<file path="src/rtl/mpmc11_state_machine_wb.sv">
// mpmc11_state_machine_wb: per-channel request sequencer, FIFO pop -> preset delay -> write/read burst.
// Latency: pop is registered one cycle after a request is seen in IDLE; a burst lasts 1+PRESET_CYCLES+1+4 cycles minimum.
// Backpressure: holds in wait states on wdf_rdy, rdy and read progress; MPMC11_TIMEOUT_EN aborts a stuck wait.

package mpmc11_pkg;
  typedef enum logic [3:0] {
    IDLE        = 4'd0,
    PRESET      = 4'd1,
    DECODE      = 4'd2,
    WRITE_DATA0 = 4'd3,
    WRITE_DATA1 = 4'd4,
    WRITE_DATA2 = 4'd5,
    WRITE_DATA3 = 4'd6,
    READ_DATA0  = 4'd7,
    READ_DATA1  = 4'd8,
    READ_DATA2  = 4'd9,
    WAIT_NACK   = 4'd10
  } state_t;
endpackage

module mpmc11_state_machine_wb #(
  parameter int PRESET_CYCLES = 3,
  parameter int NWAY          = 4,
  parameter int STRIP_W       = 6,
  parameter int TO_CYCLES     = 1024
) (
  input  logic                    clk,
  input  logic                    rst,
  input  logic                    rdy,
  input  logic                    wdf_rdy,
  input  logic                    fifo_empty,
  input  logic                    rd_rst_busy,
  input  logic                    fifo_stb,
  input  logic                    fifo_we,
  input  logic [STRIP_W-1:0]      num_strips,
  input  logic [STRIP_W-1:0]      req_strip_cnt,
  input  logic [STRIP_W-1:0]      resp_strip_cnt,
  input  logic                    rd_data_valid,
  output logic                    rd_fifo,
  output logic [3:0]              state,
  output logic [$clog2(NWAY)-1:0] wway,
  output logic [STRIP_W-1:0]      wstrip,
  output logic                    timed_out
);
  import mpmc11_pkg::*;

  localparam int WW = $clog2(NWAY);

  state_t     state_q;
  state_t     state_nxt;
  logic [3:0] pcnt_q;
  logic       enter_preset;
  logic       to_hit;

  assign state        = state_q;
  assign enter_preset = (state_q == IDLE) && (state_nxt == PRESET);

`ifdef MPMC11_TIMEOUT_EN
  logic [15:0] to_cnt_q;
  logic        wait_state;

  assign wait_state = (state_q == WRITE_DATA0) || (state_q == WRITE_DATA2) ||
                      (state_q == READ_DATA1)  || (state_q == READ_DATA2);
  assign to_hit     = wait_state && (to_cnt_q == 16'(TO_CYCLES - 1));

  // Count consecutive cycles held in a wait state; any state change restarts the count.
  always_ff @(posedge clk) begin
    if (rst) begin
      to_cnt_q  <= '0;
      timed_out <= 1'b0;
    end else begin
      timed_out <= to_hit;
      if ((state_nxt != state_q) || !wait_state) to_cnt_q <= '0;
      else                                       to_cnt_q <= to_cnt_q + 16'd1;
    end
  end
`else
  // Without the time-out a wait state may hold indefinitely; the limit has no effect.
  logic [15:0] unused_to_limit;
  assign unused_to_limit = 16'(TO_CYCLES);
  assign to_hit          = 1'b0;
  assign timed_out       = 1'b0;
`endif

  // Next-state decode; a time-out overrides whatever the wait state would have done.
  always_comb begin
    state_nxt = state_q;
    case (state_q)
      IDLE:        if (!fifo_empty && !rd_rst_busy) state_nxt = PRESET;
      PRESET:      if (pcnt_q == 4'(PRESET_CYCLES - 1)) state_nxt = DECODE;
      DECODE:      state_nxt = (fifo_stb && fifo_we) ? WRITE_DATA0 : READ_DATA0;
      WRITE_DATA0: if (wdf_rdy) state_nxt = WRITE_DATA1;
      WRITE_DATA1: state_nxt = WRITE_DATA2;
      WRITE_DATA2: if (rdy) state_nxt = WRITE_DATA3;
      WRITE_DATA3: state_nxt = (wstrip == num_strips) ? IDLE : WRITE_DATA0;
      READ_DATA0:  state_nxt = READ_DATA1;
      READ_DATA1:  if (rdy && (req_strip_cnt == num_strips)) state_nxt = READ_DATA2;
      READ_DATA2:  if (rd_data_valid && (resp_strip_cnt == num_strips)) state_nxt = WAIT_NACK;
      WAIT_NACK:   state_nxt = IDLE;
      default:     state_nxt = IDLE;
    endcase
    if (to_hit) state_nxt = IDLE;
  end

  // State register.
  always_ff @(posedge clk) begin
    if (rst) state_q <= IDLE;
    else     state_q <= state_nxt;
  end

  // Single-cycle pop on the first PRESET cycle, and the PRESET dwell counter.
  always_ff @(posedge clk) begin
    if (rst) begin
      rd_fifo <= 1'b0;
      pcnt_q  <= '0;
    end else begin
      rd_fifo <= enter_preset;
      if (enter_preset)           pcnt_q <= '0;
      else if (state_q == PRESET) pcnt_q <= pcnt_q + 4'd1;
    end
  end

  // Rotate the write way per request and step the write strip per completed strip.
  always_ff @(posedge clk) begin
    if (rst) begin
      wway   <= '0;
      wstrip <= '0;
    end else if (enter_preset) begin
      wway   <= (wway == WW'(NWAY - 1)) ? '0 : wway + WW'(1);
      wstrip <= '0;
    end else if ((state_q == WRITE_DATA3) && (state_nxt == WRITE_DATA0)) begin
      wstrip <= wstrip + STRIP_W'(1);
    end
  end

endmodule

</file>
<file path="config.mk">
export PLATFORM = sky130hd
export DESIGN_NAME = mpmc11_state_machine_wb
export DESIGN_NICKNAME = d
export VERILOG_FILES = /design/src/rtl/mpmc11_state_machine_wb.sv
export SDC_FILE = /design/constraint.sdc
export NUM_CORES = 1
export LEC_CHECK = 0
export CAP_MARGIN = 20
export CELL_PAD_IN_SITES_DETAIL_PLACEMENT = 1
export CELL_PAD_IN_SITES_GLOBAL_PLACEMENT = 1
export CORE_AREA = 2 2 62 64
export CTS_BUF_LIST = sky130_fd_sc_hd__clkbuf_8 sky130_fd_sc_hd__clkbuf_16
export DETAILED_ROUTE_END_ITERATION = 10
export DIE_AREA = 0 0 64 66
export PLACE_DENSITY_LB_ADDON = 0.1
export SYNTH_ARGS = -nofsm -noshare
export SYNTH_HDL_FRONTEND = slang
export SYNTH_SLANG_ARGS = --single-unit
</file>
<file path="constraint.sdc">
create_clock -name clk -period 2.1 [get_ports clk]
set_input_delay 0.42 -clock clk [delete_from_list [all_inputs] [get_ports clk]]
set_output_delay 0.42 -clock clk [all_outputs]
set_load 0.01 [all_outputs]
</file>
==> results.cfg <==
[status]
status = finished, final reports clean

[route]
post_drt_wl_per_cell_microns = 14.3
wl_microns = 3030
drc_errors = 0
via_per_inst = 4.77
num_vias = 1011
ant_nets = 0
drt-pass1-iter-count = 4
drtIter0Drc = 19

[power_and_ir_drop]
clkPwrFrac_pct = 31.4
switching_share_pct = 26.8
p_seq_share_pct = 45.7
p_switching_mw = 0.206
p_int_mw = 0.563
power_mw = 0.769
power.share.combinational_pct = 22.8
leakagePower_nw = 0.576
ir_drop_v = 0.000336
power_density_nw_per_um2 = 486

[worst_setup_path]
critPathCaptureType = output port
cp.buffers_inverters = 1
path_max_fanout = 13
worstPathArrival_ns = 1.42
worstSetupPathType = flip-flop to output port
critPathLaunchType = flip-flop
critPathTopFamily = buffers and inverters
crit_chain = clkdlybuf4s50_1
crit_required_ns = 1.68
slowest_stage = clkdlybuf4s50_1
slowest_delay_ns = 0.61

[finish]
final_layout_size_suffix_gt1_share_pct = 9.76
n_antenna_cell = 0
synthToLayoutAreaGrowth_pct = 47.4
fin_nets = 196
num-fill-cells = 418

[sta]
fmax_ghz = 0.543
skew_ns = 0.00134
tightest_slew_ns = 0.607
hold_viol = 0
holdWs_ns = 0.535
grt_setup_unrepaired = no
setup_viol = 0
layout_min_cycle_time_ns = 1.84
slew_violations = 0
finalCritPeriodShare_pct = 87.7
relSlewSlack_pct = 58.5

[clocking]
post-cts-setup-buffers = 0
cts_tree = yes
cts_sinks = 17
htreeDepth = 1
clkLatencyLatePin_ns = 0.25
root_buffer = clkbuf_8
clkTransAtPathRegs_ns = 0.07
numCtsBuffers = 3
hold_buffers = 0
postCtsResizedCells = 0
clockBufferDepth = 2

[synth]
synth_nets = 152
synth_area_per_cell_sq_um = 8.88
synthDistinctLibCells = 38
netlist_instances = 121
ys_seq_area_share_pct = 31.7
yosysWarningCount = 0
synth_area_sq_um = 1070
ys_seq_elements = 17

[floorplanning]
die_w_microns = 64
die-height_microns = 66
dieArea_sq_um = 4220
ios = 41
rows = 22
core_area_sq_um = 3550
start_util_pct = 30.3

[grt]
grt_max_degree = 14
grt_usage_pct = 15.6
antenna_found_initial = 0
grt_pass1_wl_microns = 5090
gr-total-overflow = 0
grt_pass1_vias = 1048

[hold_path]
hold_path_class = flip-flop to flip-flop

[flow_run]
maxCapViolations = 0

[place]
port_buffers = 39
place.gp.congestion = 0.771
dpl.hpwl_microns = 2480
==> metrics by stage <==
stage	setup TNS, ns	instances	utilization (%)	setup WS, ns	cell area (sq um)
2_1_floorplan	0	121	-	0.494	1070
3_3_place_gp	0	208	43.3	0.0318	1540
3_5_place_dp	-0.00764	208	43.3	-0.00764	1540
4_1_cts	0	212	44.6	0.252	1580
5_1_grt	0	212	44.6	0.183	1580
6_report	0	212	44.6	0.258	1580
==> layer usage <==
layer  vias up  GRT usage (%)  routed length [microns]
li1        505              -                        -
met1       471           17.0                     1270
met2        30           28.3                     1520
met3         5           4.26                      198
met4         0           6.52                       44
met5         -              0                        0
==> power by group through the flow <==
stage	Combinational (mW)	Clock, mW	Sequential, mW
2_1_floorplan	0.0859	0	0.354
3_3_place_gp	0.174	0	0.359
3_5_place_dp	0.178	0	0.359
4_1_cts	0.179	0.257	0.352
5_1_grt	0.196	0.276	0.354
6_report	0.176	0.242	0.352
==> path summary, 6_finish.rpt <==
kind	from	to	slack [ns]	cells after the start
max	state[2]	state[2]	0.26	1
min	pcnt_q[3]	pcnt_q[3]	0.53	2
max reg2reg	state[2]	wstrip[1]	0.36	4
min reg2reg	pcnt_q[3]	pcnt_q[3]	0.53	2
==> cell families (layout without fill, tap and decap cells) <==
logic type      after synthesis  count (layout)  synth area share, %
compound gates               18              18                 13.3
xor+xnor                     25              25                 20.4
fa+ha+maj                     4               4                 4.66
buf+inv                       7              50                 2.91
flops                        17              17                 31.7
mux                           2               2                 1.86
other cells                   1               1                0.349
simple gates                 47              47                 24.9
==> sequential cells by signal, summed over array words and instances, names as in the netlist <==
register,count
rd_fifo,1
wway,2
wstrip,6
pcnt_q,4
state,4
==> tightest hold or removal path, stage by stage (launching register included) <==
cell     delay, ns
dfxtp_1       0.35
xor2_1        0.07
nor2_1        0.08
==> layout make-up <==
class / instances / area (sq um) / area share [%]
tap: 48 / 60.1 / 3.79
timing repair buffer: 44 / 428 / 27.0
inverter: 2 / 7.51 / 0.474
sequential: 17 / 340 / 21.5
multi-input combinational: 97 / 703 / 44.4
clock inverter: 1 / 3.75 / 0.237
clock buffer: 3 / 41.3 / 2.61
==> synth_stat cells, drive strengths merged <==
library cell,n,area (sq um)
or3b,1,8.76
nor3b,1,7.51
conb,1,3.75
nand3b,1,7.51
nand2b,3,18.8
buf,3,16.3
o21ai,1,5.00
a21oi,8,51.3
dfxtp,17,340
nand4,2,12.5
a211oi,4,45.1
and3,1,6.26
nand2,6,22.5
clkbuf,2,7.51
nand4b,2,17.5
xor2,17,149
ha,4,50.1
and4,1,8.76
mux2i,2,20.0
nor4,4,40.0
a21bo,1,10.0
or4b,1,13.8
nor3,5,30.0
inv,2,7.50
a22oi,1,7.51
a31oi,1,6.26
nor2,17,63.8
nand3,2,10.0
a2111oi,1,8.76
a32oi,1,8.76
xnor2,8,70.1
==> cell usage in the layout, fill, tap and decap left out, types with 2 or more instances in the layout <==
cell type / instances
a211oi_2: 3
a21oi_1: 7
buf_4: 5
clkbuf_8: 3
clkdlybuf4s50_1: 39
dfxtp_1: 17
ha_1: 4
inv_1: 2
mux2i_1: 2
nand2_1: 6
nand2b_1: 3
nand3_1: 2
nand4_1: 2
nand4b_1: 2
nor2_1: 17
nor3_1: 4
nor4_1: 3
xnor2_1: 8
xor2_1: 17
Power figures use the tool's default switching activity.
==> RTL edit 1: new RTL, same settings <==
Build with the macro `MPMC11_TIMEOUT_EN` defined.
--- a/src/rtl/mpmc11_state_machine_wb.sv
+++ b/src/rtl/mpmc11_state_machine_wb.sv
@@ -3,2 +3,4 @@
 // Backpressure: holds in wait states on wdf_rdy, rdy and read progress; MPMC11_TIMEOUT_EN aborts a stuck wait.
+
+`define MPMC11_TIMEOUT_EN
 
Formal check against the unedited RTL: same outputs for any inputs over 10 cycles, from zero or initial values and one cycle with rst high; that may be too few to reach the edited logic, so the function may still have changed.
==> RTL edit 1 against the unedited design <==
The run now fails in 3_3_place_gp; area after synthesis up 110%.
==> RTL edit 1: results (changes against the unedited design) <==
syn avg cell area 9.014 um2 (+1.5%); top cells by area, synth dfxtp_1 (31%), xor2_1 (10%), xnor2_1 (5.6%), nor4_1 (4.8%), nor2_1 (3.4%); Last stage 3_3_place_gp; port bufs 40 (+2.6%); status stopped before the end; Tool Error [ERROR FLW-0024] Place density exceeds 1.0 (current PLACE_DENSITY_LB_ADDON =  0.1). Please check if the value of  PLACE_DENSITY_LB_ADDON is between 0 and 0.99.; register area share after synthesis 0.3082 (-0.008432); Net Count, Synth 277 (+82%); die span in x 64 um (unchanged); #FFs+latches synth 34 (+17); synth unique cells 53 (+39%); Commonest cells post-synth dfxtp_1 (34), xor2_1 (26), nor2_1 (20); post-synthesis async set-or-reset flop share 0 (unchanged); Ys Warns 0 (unchanged)
## RTL edit 1: cell count changes after synthesis, moves of 5 or more
cell,before,now
nor4_1,3,17
nand3_1,2,7
o21ai_0,1,10
xor2_1,17,26
o211ai_1,0,10
buf_6,0,5
nand2_1,6,13
nand4_1,2,8
dfxtp_1,17,34
xnor2_1,8,14
## RTL edit 1: cells by family after synthesis
group / count (synthesis) / share of synthesized area
fa+ha+maj: 5 / 0.02833
simple gates: 100 / 0.2804
compound gates: 46 / 0.1643
mux: 2 / 0.009066
buf+inv: 18 / 0.05099
flops: 34 / 0.3082
xor+xnor: 40 / 0.1586
==> RTL edit 2: new RTL, config.mk and constraints unchanged <==
Made on the original files. The parameter `NWAY` goes from 4 to 8.
--- a/src/rtl/mpmc11_state_machine_wb.sv
+++ b/src/rtl/mpmc11_state_machine_wb.sv
@@ -22,3 +22,3 @@
   parameter int PRESET_CYCLES = 3,
-  parameter int NWAY          = 4,
+  parameter int NWAY          = 8,
   parameter int STRIP_W       = 6,
Ports: changed (resized wway); port bits go from 41 to 42. No check against the original RTL was run, so the function may have changed too.
==> RTL edit 2 against the unedited design <==
Sequential cell count grew 1; worst setup slack lost 0.13 ns; total power grew 26%; clock skew grew 0.0010 ns; combinational power grew 63%; largest cell class unchanged; routed wire length grew 11%; critical path type is now in2reg; via count grew 12%; area after synthesis grew 10%; highest routed layer unchanged; utilization grew 5.3 points; cell area grew 12%; first-iteration DRC count grew to 2.6 times the old value.
==> RTL edit 2: results (changes against the unedited design) <==
vias per inst 4.913 (+3.0%); worst vdd ir 0.0002620 V (-22%); Mapped Cells 130 (+7.4%); clk_skew 0.002379 ns (+0.001041 ns); Commonest cells post-synth dfxtp_1 (18), xnor2_1 (16), nor2_1 (11); Starting Density 0.3330 (+0.03030); crit path from num_strips[5]; post-synth top area cell dfxtp_1; share of layout cells above drive strength 1 0.1538 (+0.05629); H-tree levels 1 (unchanged); First DRT Iteration DRCs 49 (+30); antenna diode count 0 (unchanged); DP Cell Count 225 (+8.2%); Ys Warns 0 (unchanged); Lkg Pwr 0.0006731 uW (+17%); post-synthesis async set-or-reset flop share 0 (unchanged); Worst R2R Start state[3]$_SDFF_PP0_; routed wire length 3.365 mm (+11%); Final Slew Violations 0 (unchanged); Num CTS Buffers 3 (unchanged); port bufs 40 (+2.6%); register area share after synthesis 0.3048 (-0.01189); synth unique cells 42 (+11%); total track usage 0.1735 (+0.01760); vias in the first global route 1,192 (+14%); clk_lat worst skew 0.26 ns; drt pass-1 iters 4 (unchanged); pin count of the biggest net entering global routing 13 (-1); detailed placement HPWL 2.717 mm (+9.5%); Hold Path Origin wway[0]$_SDFFE_PP0P_; switching power total 278.7 uW (+35%); CP peak stage delay 0.49 ns (-0.12 ns); Net Count, Synth 162 (+6.6%); slowest CP cell clkdlybuf4s50_1; clk buf depth 2 (unchanged); first-pass GRT wire length 5.589 mm (+9.8%); status complete, no violations; post-layout net count 215 (+9.7%); Rel. slew slack 0.6749 (+0.08979); CP arrival 2.13 ns (+0.71 ns); maximum fanout along the worst path 5 (-8); GPL Wtd Cong 0.7578 (-1.8%); clk root buf clkbuf_8; WL/cell 14.63 um (+2.2%); most flop-heavy register wstrip; hold crit path type reg2reg; top cells by area, synth dfxtp_1 (30%), xnor2_1 (12%), xor2_1 (5.9%), ha_1 (5.3%), nor2_1 (3.5%); max reg flops 6 (unchanged); initial antenna violation count 0 (unchanged); clock-pin slew on the worst setup and hold paths 0.07 ns (about the same)
## RTL edit 2: kinds of logic (layout without fill, tap and decap cells)
kind of cell | after synthesis | count (layout) | synth area share
AOI/OAI and AO/OA | 19 | 19 | 0.1291
xor gates and xnor gates | 24 | 24 | 0.1778
adders and majority gates | 5 | 5 | 0.05291
buffers and inverters | 12 | 64 | 0.05502
DFF | 18 | 18 | 0.3048
muxes | 4 | 4 | 0.03386
other | 1 | 1 | 0.003172
and+or+nand+nor | 47 | 47 | 0.2434
## RTL edit 2: routing by layer
metal  wire length, um  track usage  vias up
li1                  -            -      561
met1              1487       0.2010      529
met2              1649       0.3112       35
met3               164      0.03237        5
met4                63      0.07337        0
met5                 0            0        -
## RTL edit 2: power groups by stage
| stage | clock network [uW] | logic (uW) | registers, uW |
|---|---|---|---|
| 6_report | 299 | 287 | 387 |
| 4_1_cts | 307 | 287 | 388 |
| 3_3_place_gp | 0 | 269 | 393 |
| 3_5_place_dp | 0 | 277 | 395 |
| 2_1_floorplan | 0 | 145 | 397 |
| 5_1_grt | 324 | 311 | 391 |
## RTL edit 2: repair_timing
item                       in CTS  in global routing
gates resized for setup         0                  2
buffers inserted                1                  0
setup endpoints to repair       1                  2
pin swaps                       0                  1
## RTL edit 2: through the flow
stage	setup slack (ns)	setup TNS (ns)	util	instance area (um2)	hold slack, ns
floorplan	0.2731	0	-	1182	0.4714
global placement	-0.1312	-0.4385	0.4782	1698	0.4828
detailed placement	-0.2357	-0.9196	0.4782	1698	0.4941
CTS	0.02870	0	0.4958	1760	0.5039
global route	0.02832	0	0.4989	1772	0.5354
finish	0.1330	0	0.4989	1772	0.4975
## RTL edit 2: final cells by class
class | instances | area [um2]
Clock buffer | 4 | 55.05
Sequential cell | 18 | 360.3
Fill cell | 424 | 1779
Tap cell | 48 | 60.06
Multi-Input combinational cell | 100 | 768.2
Timing Repair Buffer | 54 | 505.5
Inverter | 6 | 22.52
## RTL edit 2: final timing paths
kind / end / slack (ns) / depth (start not counted)
max reg2reg: wway[1]$_SDFFE_PP0P_ / 0.15 / 6
max: wway[1]$_SDFFE_PP0P_ / 0.13 / 7
min reg2reg: wway[0]$_SDFFE_PP0P_ / 0.50 / 2
min: wway[0]$_SDFFE_PP0P_ / 0.50 / 2
## RTL edit 2: critical path, delay by kind of cell
family	cells	cell delay, ns
AOI/OAI and AO/OA	2	0.34
xor gates and xnor gates	1	0.20
buffers and inverters	2	0.65
and+or+nand+nor	2	0.51
